<file path="src/rtl/main_control_fsm.sv">
// Multicycle RISC-V main control FSM.
// Sequences FETCH/DECODE and the per-class execute states, driving the
// datapath enables and mux selects from the current state. Unsupported
// encodings and memory timeouts park the FSM in TRAP until reset.
// Build option: define MEM_WAIT_EN to make FETCH/MEMREAD/MEMWRITE wait on
// mem_ready, with a wait counter that traps after MEM_TIMEOUT wait cycles.
// Without it, mem_ready is ignored and every memory state lasts one cycle.
module main_control_fsm #(
   parameter int unsigned MEM_TIMEOUT = 15
) (
   input  logic       clk,
   input  logic       rst,
   input  logic [6:0] OPCode,
   input  logic [2:0] Funct,
   input  logic       bit30,
   input  logic [3:0] ALUFlag,
   input  logic       mem_ready,
   output logic [2:0] ALUControl,
   output logic       AdrSrc,
   output logic       IRWrite,
   output logic       NextPC,
   output logic       MemW,
   output logic       RegW,
   output logic       PCNextSrc,
   output logic       ShiftSrc,
   output logic       RegWSrc,
   output logic [1:0] ResultSrc,
   output logic [1:0] AluSrcA,
   output logic [1:0] AluSrcB,
   output logic [1:0] MaskEn,
   output logic       mem_read_state,
   output logic       trap
);

   typedef enum logic [3:0] {
      FETCH, DECODE, MEMADR, MEMREAD, MEMWB, MEMWRITE, EXEC_R, EXEC_I,
      ALUWB, BRANCH, JAL, JALR, JALR_LINK, LUI, TRAP
   } state_t;

   localparam logic [2:0] ALU_ADD = 3'b000;
   localparam logic [2:0] ALU_SUB = 3'b001;
   localparam logic [2:0] ALU_AND = 3'b010;
   localparam logic [2:0] ALU_OR  = 3'b011;
   localparam logic [2:0] ALU_XOR = 3'b100;
   localparam logic [2:0] ALU_SLT = 3'b101;
   localparam logic [2:0] ALU_SLL = 3'b110;
   localparam logic [2:0] ALU_SRL = 3'b111;

   localparam logic [6:0] OP_LOAD   = 7'b0000011;
   localparam logic [6:0] OP_STORE  = 7'b0100011;
   localparam logic [6:0] OP_R      = 7'b0110011;
   localparam logic [6:0] OP_I      = 7'b0010011;
   localparam logic [6:0] OP_BRANCH = 7'b1100011;
   localparam logic [6:0] OP_JAL    = 7'b1101111;
   localparam logic [6:0] OP_JALR   = 7'b1100111;
   localparam logic [6:0] OP_LUI    = 7'b0110111;
   localparam logic [6:0] OP_AUIPC  = 7'b0010111;

   state_t state_reg, state_next;
   logic   mem_go;        // memory handshake done for this cycle
   logic   branch_taken;
   logic   flag_z;
   logic   flag_lt;       // signed less-than after SUB: N ^ V
   logic   unused_inputs; // carry flag is not needed by any supported branch

   assign flag_z  = ALUFlag[2];
   assign flag_lt = ALUFlag[3] ^ ALUFlag[0];

`ifdef MEM_WAIT_EN
   logic [3:0] wait_cnt_reg, wait_cnt_next;
   logic       wait_timeout;

   assign mem_go        = mem_ready;
   assign wait_timeout  = (wait_cnt_reg == 4'(MEM_TIMEOUT - 1));
   assign unused_inputs = ALUFlag[1];

   // Consecutive wait-cycle counter; cleared whenever the state changes
   always_ff @(posedge clk or posedge rst) begin
      if (rst) wait_cnt_reg <= '0;
      else     wait_cnt_reg <= wait_cnt_next;
   end
`else
   localparam int unsigned unused_timeout = MEM_TIMEOUT;

   assign mem_go        = 1'b1;
   assign unused_inputs = ^{ALUFlag[1], mem_ready};
`endif

   // State register
   always_ff @(posedge clk or posedge rst) begin
      if (rst) state_reg <= FETCH;
      else     state_reg <= state_next;
   end

   // Next-state and output decode; everything is forced low while rst is high
   always_comb begin
      state_next     = state_reg;
      branch_taken   = 1'b0;
      ALUControl     = ALU_ADD;
      AdrSrc         = 1'b0;
      IRWrite        = 1'b0;
      NextPC         = 1'b0;
      MemW           = 1'b0;
      RegW           = 1'b0;
      PCNextSrc      = 1'b0;
      ShiftSrc       = 1'b0;
      RegWSrc        = 1'b0;
      ResultSrc      = 2'b00;
      AluSrcA        = 2'b00;
      AluSrcB        = 2'b00;
      MaskEn         = 2'b00;
      mem_read_state = 1'b0;
      trap           = 1'b0;
`ifdef MEM_WAIT_EN
      wait_cnt_next  = '0;
`endif
      if (!rst) begin
         case (state_reg)
            FETCH: begin
               // PC+4 goes straight to the PC; IR latches only on a completed read
               AluSrcA   = 2'b01;
               AluSrcB   = 2'b10;
               ResultSrc = 2'b10;
               PCNextSrc = 1'b1;
               if (mem_go) begin
                  IRWrite    = 1'b1;
                  NextPC     = 1'b1;
                  state_next = DECODE;
               end
            end
            DECODE: begin
               // Precompute OLDPC+imm for branches and AUIPC
               AluSrcA = 2'b10;
               AluSrcB = 2'b01;
               case (OPCode)
                  OP_LOAD, OP_STORE: state_next = MEMADR;
                  OP_R:              state_next = EXEC_R;
                  OP_I:              state_next = EXEC_I;
                  OP_BRANCH:         state_next = BRANCH;
                  OP_JAL:            state_next = JAL;
                  OP_JALR:           state_next = JALR;
                  OP_LUI:            state_next = LUI;
                  OP_AUIPC:          state_next = ALUWB;
                  default:           state_next = TRAP;
               endcase
            end
            MEMADR: begin
               AluSrcB    = 2'b01;
               state_next = (OPCode == OP_LOAD) ? MEMREAD : MEMWRITE;
            end
            MEMREAD: begin
               AdrSrc         = 1'b1;
               mem_read_state = 1'b1;
               case (Funct[1:0])
                  2'b00:   MaskEn = 2'b00;
                  2'b01:   MaskEn = 2'b01;
                  default: MaskEn = 2'b10;
               endcase
               if (mem_go) state_next = MEMWB;
            end
            MEMWB: begin
               ResultSrc      = 2'b01;
               RegW           = 1'b1;
               mem_read_state = 1'b1;
               state_next     = FETCH;
            end
            MEMWRITE: begin
               AdrSrc = 1'b1;
               if (mem_go) begin
                  MemW       = 1'b1;
                  state_next = FETCH;
               end
            end
            EXEC_R: begin
               // sra and sltu encodings go to TRAP
               state_next = ALUWB;
               case (Funct)
                  3'b000: ALUControl = bit30 ? ALU_SUB : ALU_ADD;
                  3'b001: ALUControl = ALU_SLL;
                  3'b010: ALUControl = ALU_SLT;
                  3'b011: state_next = TRAP;
                  3'b100: ALUControl = ALU_XOR;
                  3'b101: begin
                     if (bit30) state_next = TRAP;
                     else       ALUControl = ALU_SRL;
                  end
                  3'b110: ALUControl = ALU_OR;
                  default: ALUControl = ALU_AND;
               endcase
            end
            EXEC_I: begin
               // Immediate shifts take shamt through the shift path, not AluSrcB
               state_next = ALUWB;
               AluSrcB    = 2'b01;
               case (Funct)
                  3'b000: ALUControl = ALU_ADD;
                  3'b001: begin
                     ALUControl = ALU_SLL;
                     AluSrcB    = 2'b00;
                     ShiftSrc   = 1'b1;
                  end
                  3'b010: ALUControl = ALU_SLT;
                  3'b011: state_next = TRAP;
                  3'b100: ALUControl = ALU_XOR;
                  3'b101: begin
                     if (bit30) begin
                        state_next = TRAP;
                     end else begin
                        ALUControl = ALU_SRL;
                        AluSrcB    = 2'b00;
                        ShiftSrc   = 1'b1;
                     end
                  end
                  3'b110: ALUControl = ALU_OR;
                  default: ALUControl = ALU_AND;
               endcase
            end
            ALUWB: begin
               ResultSrc  = 2'b00;
               RegW       = 1'b1;
               state_next = FETCH;
            end
            BRANCH: begin
               // Flags come from rs1-rs2; target was computed in DECODE
               ALUControl = ALU_SUB;
               state_next = FETCH;
               case (Funct)
                  3'b000:         branch_taken = flag_z;
                  3'b001:         branch_taken = !flag_z;
                  3'b100:         branch_taken = flag_lt;
                  3'b101:         branch_taken = !flag_lt;
                  3'b010, 3'b011: state_next   = TRAP;
                  default:        branch_taken = 1'b0;
               endcase
               if (branch_taken) begin
                  ResultSrc = 2'b00;
                  PCNextSrc = 1'b1;
                  NextPC    = 1'b1;
               end
            end
            JAL: begin
               // PC <- target held in ALUOut while ALU forms the link value
               ResultSrc  = 2'b00;
               PCNextSrc  = 1'b1;
               NextPC     = 1'b1;
               AluSrcA    = 2'b10;
               AluSrcB    = 2'b10;
               state_next = ALUWB;
            end
            JALR: begin
               AluSrcB    = 2'b01;
               ResultSrc  = 2'b10;
               PCNextSrc  = 1'b1;
               NextPC     = 1'b1;
               state_next = JALR_LINK;
            end
            JALR_LINK: begin
               AluSrcA    = 2'b10;
               AluSrcB    = 2'b10;
               state_next = ALUWB;
            end
            LUI: begin
               RegWSrc    = 1'b1;
               RegW       = 1'b1;
               state_next = FETCH;
            end
            TRAP: begin
               trap       = 1'b1;
               state_next = TRAP;
            end
            default: state_next = TRAP;
         endcase
`ifdef MEM_WAIT_EN
         // Stalled memory states count waits and give up after the timeout
         if (!mem_ready && (state_reg == FETCH || state_reg == MEMREAD ||
                            state_reg == MEMWRITE)) begin
            if (wait_timeout) state_next    = TRAP;
            else              wait_cnt_next = wait_cnt_reg + 4'd1;
         end
`endif
      end
   end

endmodule

</file>
<file path="config.mk">
export PLATFORM = sky130hd
export DESIGN_NAME = main_control_fsm
export DESIGN_NICKNAME = d
export VERILOG_FILES = /design/src/rtl/main_control_fsm.sv
export SDC_FILE = /design/constraint.sdc
export NUM_CORES = 1
export LEC_CHECK = 0
export BUFFER_PORTS_ARGS = -buffer_cell sky130_fd_sc_hd__buf_2
export CELL_PAD_IN_SITES_DETAIL_PLACEMENT = 1
export CELL_PAD_IN_SITES_GLOBAL_PLACEMENT = 2
export CORE_ASPECT_RATIO = 1.5
export CORE_MARGIN = 4
export CORE_UTILIZATION = 24
export DETAILED_ROUTE_END_ITERATION = 10
export HOLD_SLACK_MARGIN = 0.08
export PLACE_DENSITY = 0.87
export SETUP_SLACK_MARGIN = 0.1
export SLEW_MARGIN = 20
export SYNTH_ARGS = -nofsm -noshare
export SYNTH_HDL_FRONTEND = slang
export SYNTH_SLANG_ARGS = --single-unit
</file>
<file path="constraint.sdc">
create_clock -name clk -period 1.8 [get_ports clk]
set_input_delay 0.36 -clock clk [delete_from_list [all_inputs] [get_ports clk]]
set_output_delay 0.36 -clock clk [all_outputs]
set_load 0.01 [all_outputs]
</file>
Yosys cells after proc, flatten, opt, wreduce, memory -nomap -nowiden
Cells that the tools add are included.
Cells by class
  reductions and logical operators: 19
  bitwise gates (word level): 1
  mux-type cells: 47
  eq/ne operators: 30
Operator list (count)
  $pmux W4 S9: 1
  $pmux W4 S8: 1
  $eq A4 B4 Y1 const B: 7
  $mux W1: 23
  $eq A7 B6 Y1 const B: 3
  $eq A7 B7 Y1 const B: 3
  $pmux W3 S7: 1
  $pmux W3 S6: 1
  $eq A4 B3 Y1 const B: 4
  $reduce_or A2 Y1: 8
  $reduce_or A3 Y1: 5
  $eq A7 B5 Y1 const B: 2
  $mux W3: 4
  $pmux W2 S2: 3
  $mux W2: 5
  $eq A3 B3 Y1 const B: 3
  $pmux W3 S3: 1
  $eq A4 B2 Y1 const B: 2
  $pmux W4 S2: 1
  $eq A7 B2 Y1 const B: 1
  $eq A3 B2 Y1 const B: 2
  $pmux W1 S2: 3
  $pmux W2 S3: 1
  $eq A4 B1 Y1 const B: 1
  other kinds (10): 11
Word-level totals
  flip-flop bits (word level): 4
  output and inout bits: 21
  bits of input ports: 18
  word-level logic and storage cells: 98

Depth between registers and ports, before layout
  depth in word-level cells: 8
  gate-level depth with buffers: 6
  mapped depth without buffers: 4

Worst setup path after synthesis
No wires, ideal clock.
  path kind: reg2out
  from: register state_reg[1]
  to: output port AluSrcA[0]
  buffers on the path: 3
  slack: -0.057 ns
  arrival time: 1.497 ns
  cell stages (with the launch flop): 5
  required time: 1.440 ns
  path through: dfrtp_1 buf_2 buf_1 nor4_1 buf_4
On the way
  word-level cells in the longest chain between the ends: 4
  elaborated cells between the ends (all ways): 7
  those cells by class: 3 x eq/ne; 2 x mux; 2 x reduce/logical
Ends and longest elaborated chain
  from (decl): line 59  | state_t state_reg, state_next;
  from (signal assigned): line 92  | else state_reg <= state_next;
  $eq A4 B1 Y1 / $eq A4 B4 Y1 (equally long branches): line 118  | case (state_reg)
  $reduce_or A3 Y1 (no line)
  $pmux W2 S2 *: line 118
  $mux W2 *: line 117  | if (!rst) begin
  to (decl): line 28  | output logic [1:0] AluSrcA,
Every way passes the cells marked *; elsewhere a longest branch is shown, timed or not.

Final worst setup path
  from: register state_reg[0]
  to: output port AluSrcB[0]
On the way
  word-level cells in the longest chain between the ends: 4
  elaborated cells between the ends (all ways): 11
  those cells by class: 6 x eq/ne; 2 x mux; 3 x reduce/logical
Ends and longest elaborated chain
  $eq A4 B4 Y1, or another cell as far along: line 118
  $reduce_or A3 Y1 (no line)
  $pmux W2 S3 *: line 118
  $mux W2 *: line 117
  to (decl): line 29  | output logic [1:0] AluSrcB,
Marks and branches as above.

==> impl_metrics.toml <==
[timing]
rsz0062_at_grt = "yes"
slew_headroom_pct = 63.1
finClkSkew_ns = 0.00976
hold_ws_ns = 0.427
fmax_mhz = 510
slew_viol_final = 0
period_minus_slack_ns = 1.96
finalSetupViolations = 16
setup_tns_ns = -1.09
timing.final.ws_setup_ns = -0.159
finalCritPeriodShare_pct = 109
hold_viol = 0
worst_pin_slew_ns = 0.546

[final_layout]
design_area_sq_um = 1630
layout_common_cells = "buf_2, buf_4, buf_6"
fin_nets = 217
largest_reg_flops = 4
area_growth_pct = 83.0
layout_commonest_cell = "buf_2"
antennaDiodeCount = 0
nFillCells = 440
drive_gt1_share_pct = 57.6

[routing]
routed_wirelength_microns = 4320
wire_per_inst_microns = 18.0
viasPerCell = 5.62
via_count = 1349
firstDrtPassIters = 4
drc = 0
drtAntennaViolNets = 0
drtIter0Drc = 44

[grt]
grt_max_degree = 14
grt_pass1_wl_microns = 6780
grt_overflow = 0
antenna_found_initial = 0
track_usage_pct = 18.2
grt_pass1_vias = 1417

[cts]
cts_hold_buf = 0
cts_root_buffer = "clkbuf_8"
numCtsBuffers = 3
cts_buffer_depth = 2
clk_pin_slew_ns = 0.04
clk_latency_ns = 0.23
clock_sinks = 4
cts_tree = "done"
htreeDepth = 1

[power]
p_sw_mw = 0.997
power_density_nw_per_um2 = 1310
totalPowerFinal_mw = 2.13
swShare_pct = 46.7
seqPwrFrac_pct = 12.2
power_leakage_nw = 0.727
clkPwrFrac_pct = 9.8
internal_power_mw = 1.14
ir_worst_vdd_mv = 0.548
combPwrFrac_pct = 78.0

[min_path]
hp-class = "input pin to async pin"

[floorplan]
rows = 26
die_x_microns = 57.8
io_pins = 39
initial_utilization_pct = 25.6
chipHeight_microns = 82.7
core-area_sq_um = 3480
die-area_sq_um = 4780

[critical_path]
crit_required_ns = 1.44
path_cells = "or4_4 -> a31oi_4 -> buf_2"
critPathKind = "flop to output port"
r2r-start = "state_reg[1]"
crit_slowest_cell = "or4_4"
r2r_cells = 8
ff2ff_setup_slack_ns = -0.01
crit_fanout = 6
arrival_ns = 1.60
reg2reg_to = "state_reg[2]"
critPathLaunchType = "flop"
cp-end-kind = "output port"
slowest_delay_ns = 0.58

[synth]
synth_area_sq_um = 892
synthXorXnorAreaFrac_pct = 1.96
ys_warn_count = 0
syn-num-nets = 150
synth_fa_ha_area_share_pct = 0
synthMuxAreaShare_pct = 0
syn_inst = 132
synth-simple-area-share_pct = 39.7
synth_edf_count = 0
seq_area_frac_synth_pct = 11.2
synth_top_family_by_area = "simple AND/OR/NAND/NOR gates"
async_flop_share_pct = 100
syn_area_per_cell_sq_um = 6.76
synth_compound_area_share_pct = 35.8
ys_seq_elements = 4
synthFlopType = "dfrtp_1"
ys_types = 45

[place]
gp_congestion = 0.807
hpwl_microns = 2810
placed_area_sq_um = 1300
io_buffers = 36

[status]
status = "complete, but fails checks"
violations = "setup timing"

[job]
drv_cap = 0
==> logic make-up after synthesis <==
family          count (synthesis)
xor+xnor                        2
flops                           4
buf+inv                        22
simple gates                   59
compound gates                 45
==> worst max path at each step <==
stage | startpoint | end | slack (ns) | depth (start not counted)
floorplan | Funct[2] | PCNextSrc | 0.10 | 6
global placement | state_reg[2] | ALUControl[2] | -0.01 | 5
detailed placement | ALUFlag[0] | PCNextSrc | -0.05 | 6
CTS | state_reg[3] | RegW | -0.13 | 4
global route | state_reg[2] | AluSrcA[1] | -0.22 | 7
finish | state_reg[0] | AluSrcB[0] | -0.16 | 3
==> worst max-delay path: cells and delay by family, from the launching register on <==
family	cells	cell delay, ns
AND/OR/NAND/NOR	1	0.58
buffers and inverters	1	0.15
flip-flops	1	0.45
AO/OA/AOI/OAI	1	0.20
==> through the flow <==
step           setup slack, ns  cells  utilization (%)
6_report                -0.159    240             46.9
3_5_place_dp           -0.0542    222             37.3
3_3_place_gp           -0.0113    222             37.3
2_1_floorplan            0.103    132                -
4_1_cts                 -0.129    238             44.0
5_1_grt                 -0.223    240             46.9
==> power by group through the flow <==
stage | sequential (mW) | clock [mW] | combinational [mW]
after floorplan | 0.183 | 0 | 0.696
after global placement | 0.291 | 0 | 1.01
after detailed placement | 0.298 | 0 | 1.05
after CTS | 0.247 | 0.206 | 1.48
after global routing | 0.272 | 0.219 | 1.79
final | 0.261 | 0.209 | 1.66
==> area by class of cell <==
| class | instances | area, sq um | area share [%] |
|---|---|---|---|
| Timing Repair Buffer | 76 | 527 | 32.3 |
| Multi-Input combinational cell | 106 | 871 | 53.3 |
| Tap cell | 42 | 52.6 | 3.22 |
| Clock buffer | 4 | 45.0 | 2.76 |
| Inverter | 8 | 30.0 | 1.84 |
| Sequential cell | 4 | 108 | 6.59 |
==> Yosys cell counts (all sizes together) (2+ instances only) <==
| library cell | count | share of area [%] |
|---|---|---|
| nor4b | 2 | 3.6 |
| a32oi | 3 | 2.9 |
| xor2 | 2 | 2.0 |
| buf | 10 | 6.3 |
| o2111ai | 2 | 2.0 |
| nand3b | 6 | 5.0 |
| a2111oi | 2 | 2.8 |
| nor2 | 7 | 2.9 |
| o31ai | 2 | 1.7 |
| dfrtp | 4 | 11 |
| or2 | 2 | 1.4 |
| nand2b | 6 | 4.2 |
| o211a | 2 | 2.2 |
| inv | 8 | 3.4 |
| nor2b | 5 | 3.5 |
| nor4 | 2 | 1.4 |
| o21ai | 9 | 5.0 |
| nor3b | 2 | 1.7 |
| a31oi | 3 | 2.1 |
| a211oi | 4 | 3.4 |
| a21oi | 9 | 5.0 |
| o21a | 2 | 1.7 |
| clkbuf | 4 | 1.7 |
| nand3 | 7 | 3.9 |
| nand2 | 8 | 3.4 |
| nor3 | 6 | 3.4 |
==> what timing repair did <==
action                     4_1_cts  5_1_grt
pin swaps                        6       11
cloned                           0        0
setup endpoints to repair       23       24
buffers inserted                12        2
resized for setup               29       19
==> routing by layer <==
metal | part of all wire (%) | up-vias | global-route usage (%) | routed length, microns
li1 | - | 633 | - | -
met1 | 36 | 658 | 17.3 | 1550
met2 | 57 | 46 | 39.1 | 2460
met3 | 4.6 | 12 | 1.40 | 198
met4 | 2.6 | 0 | 6.26 | 114
met5 | 0 | - | 0 | 0
(Power assumes the default switching activity.)
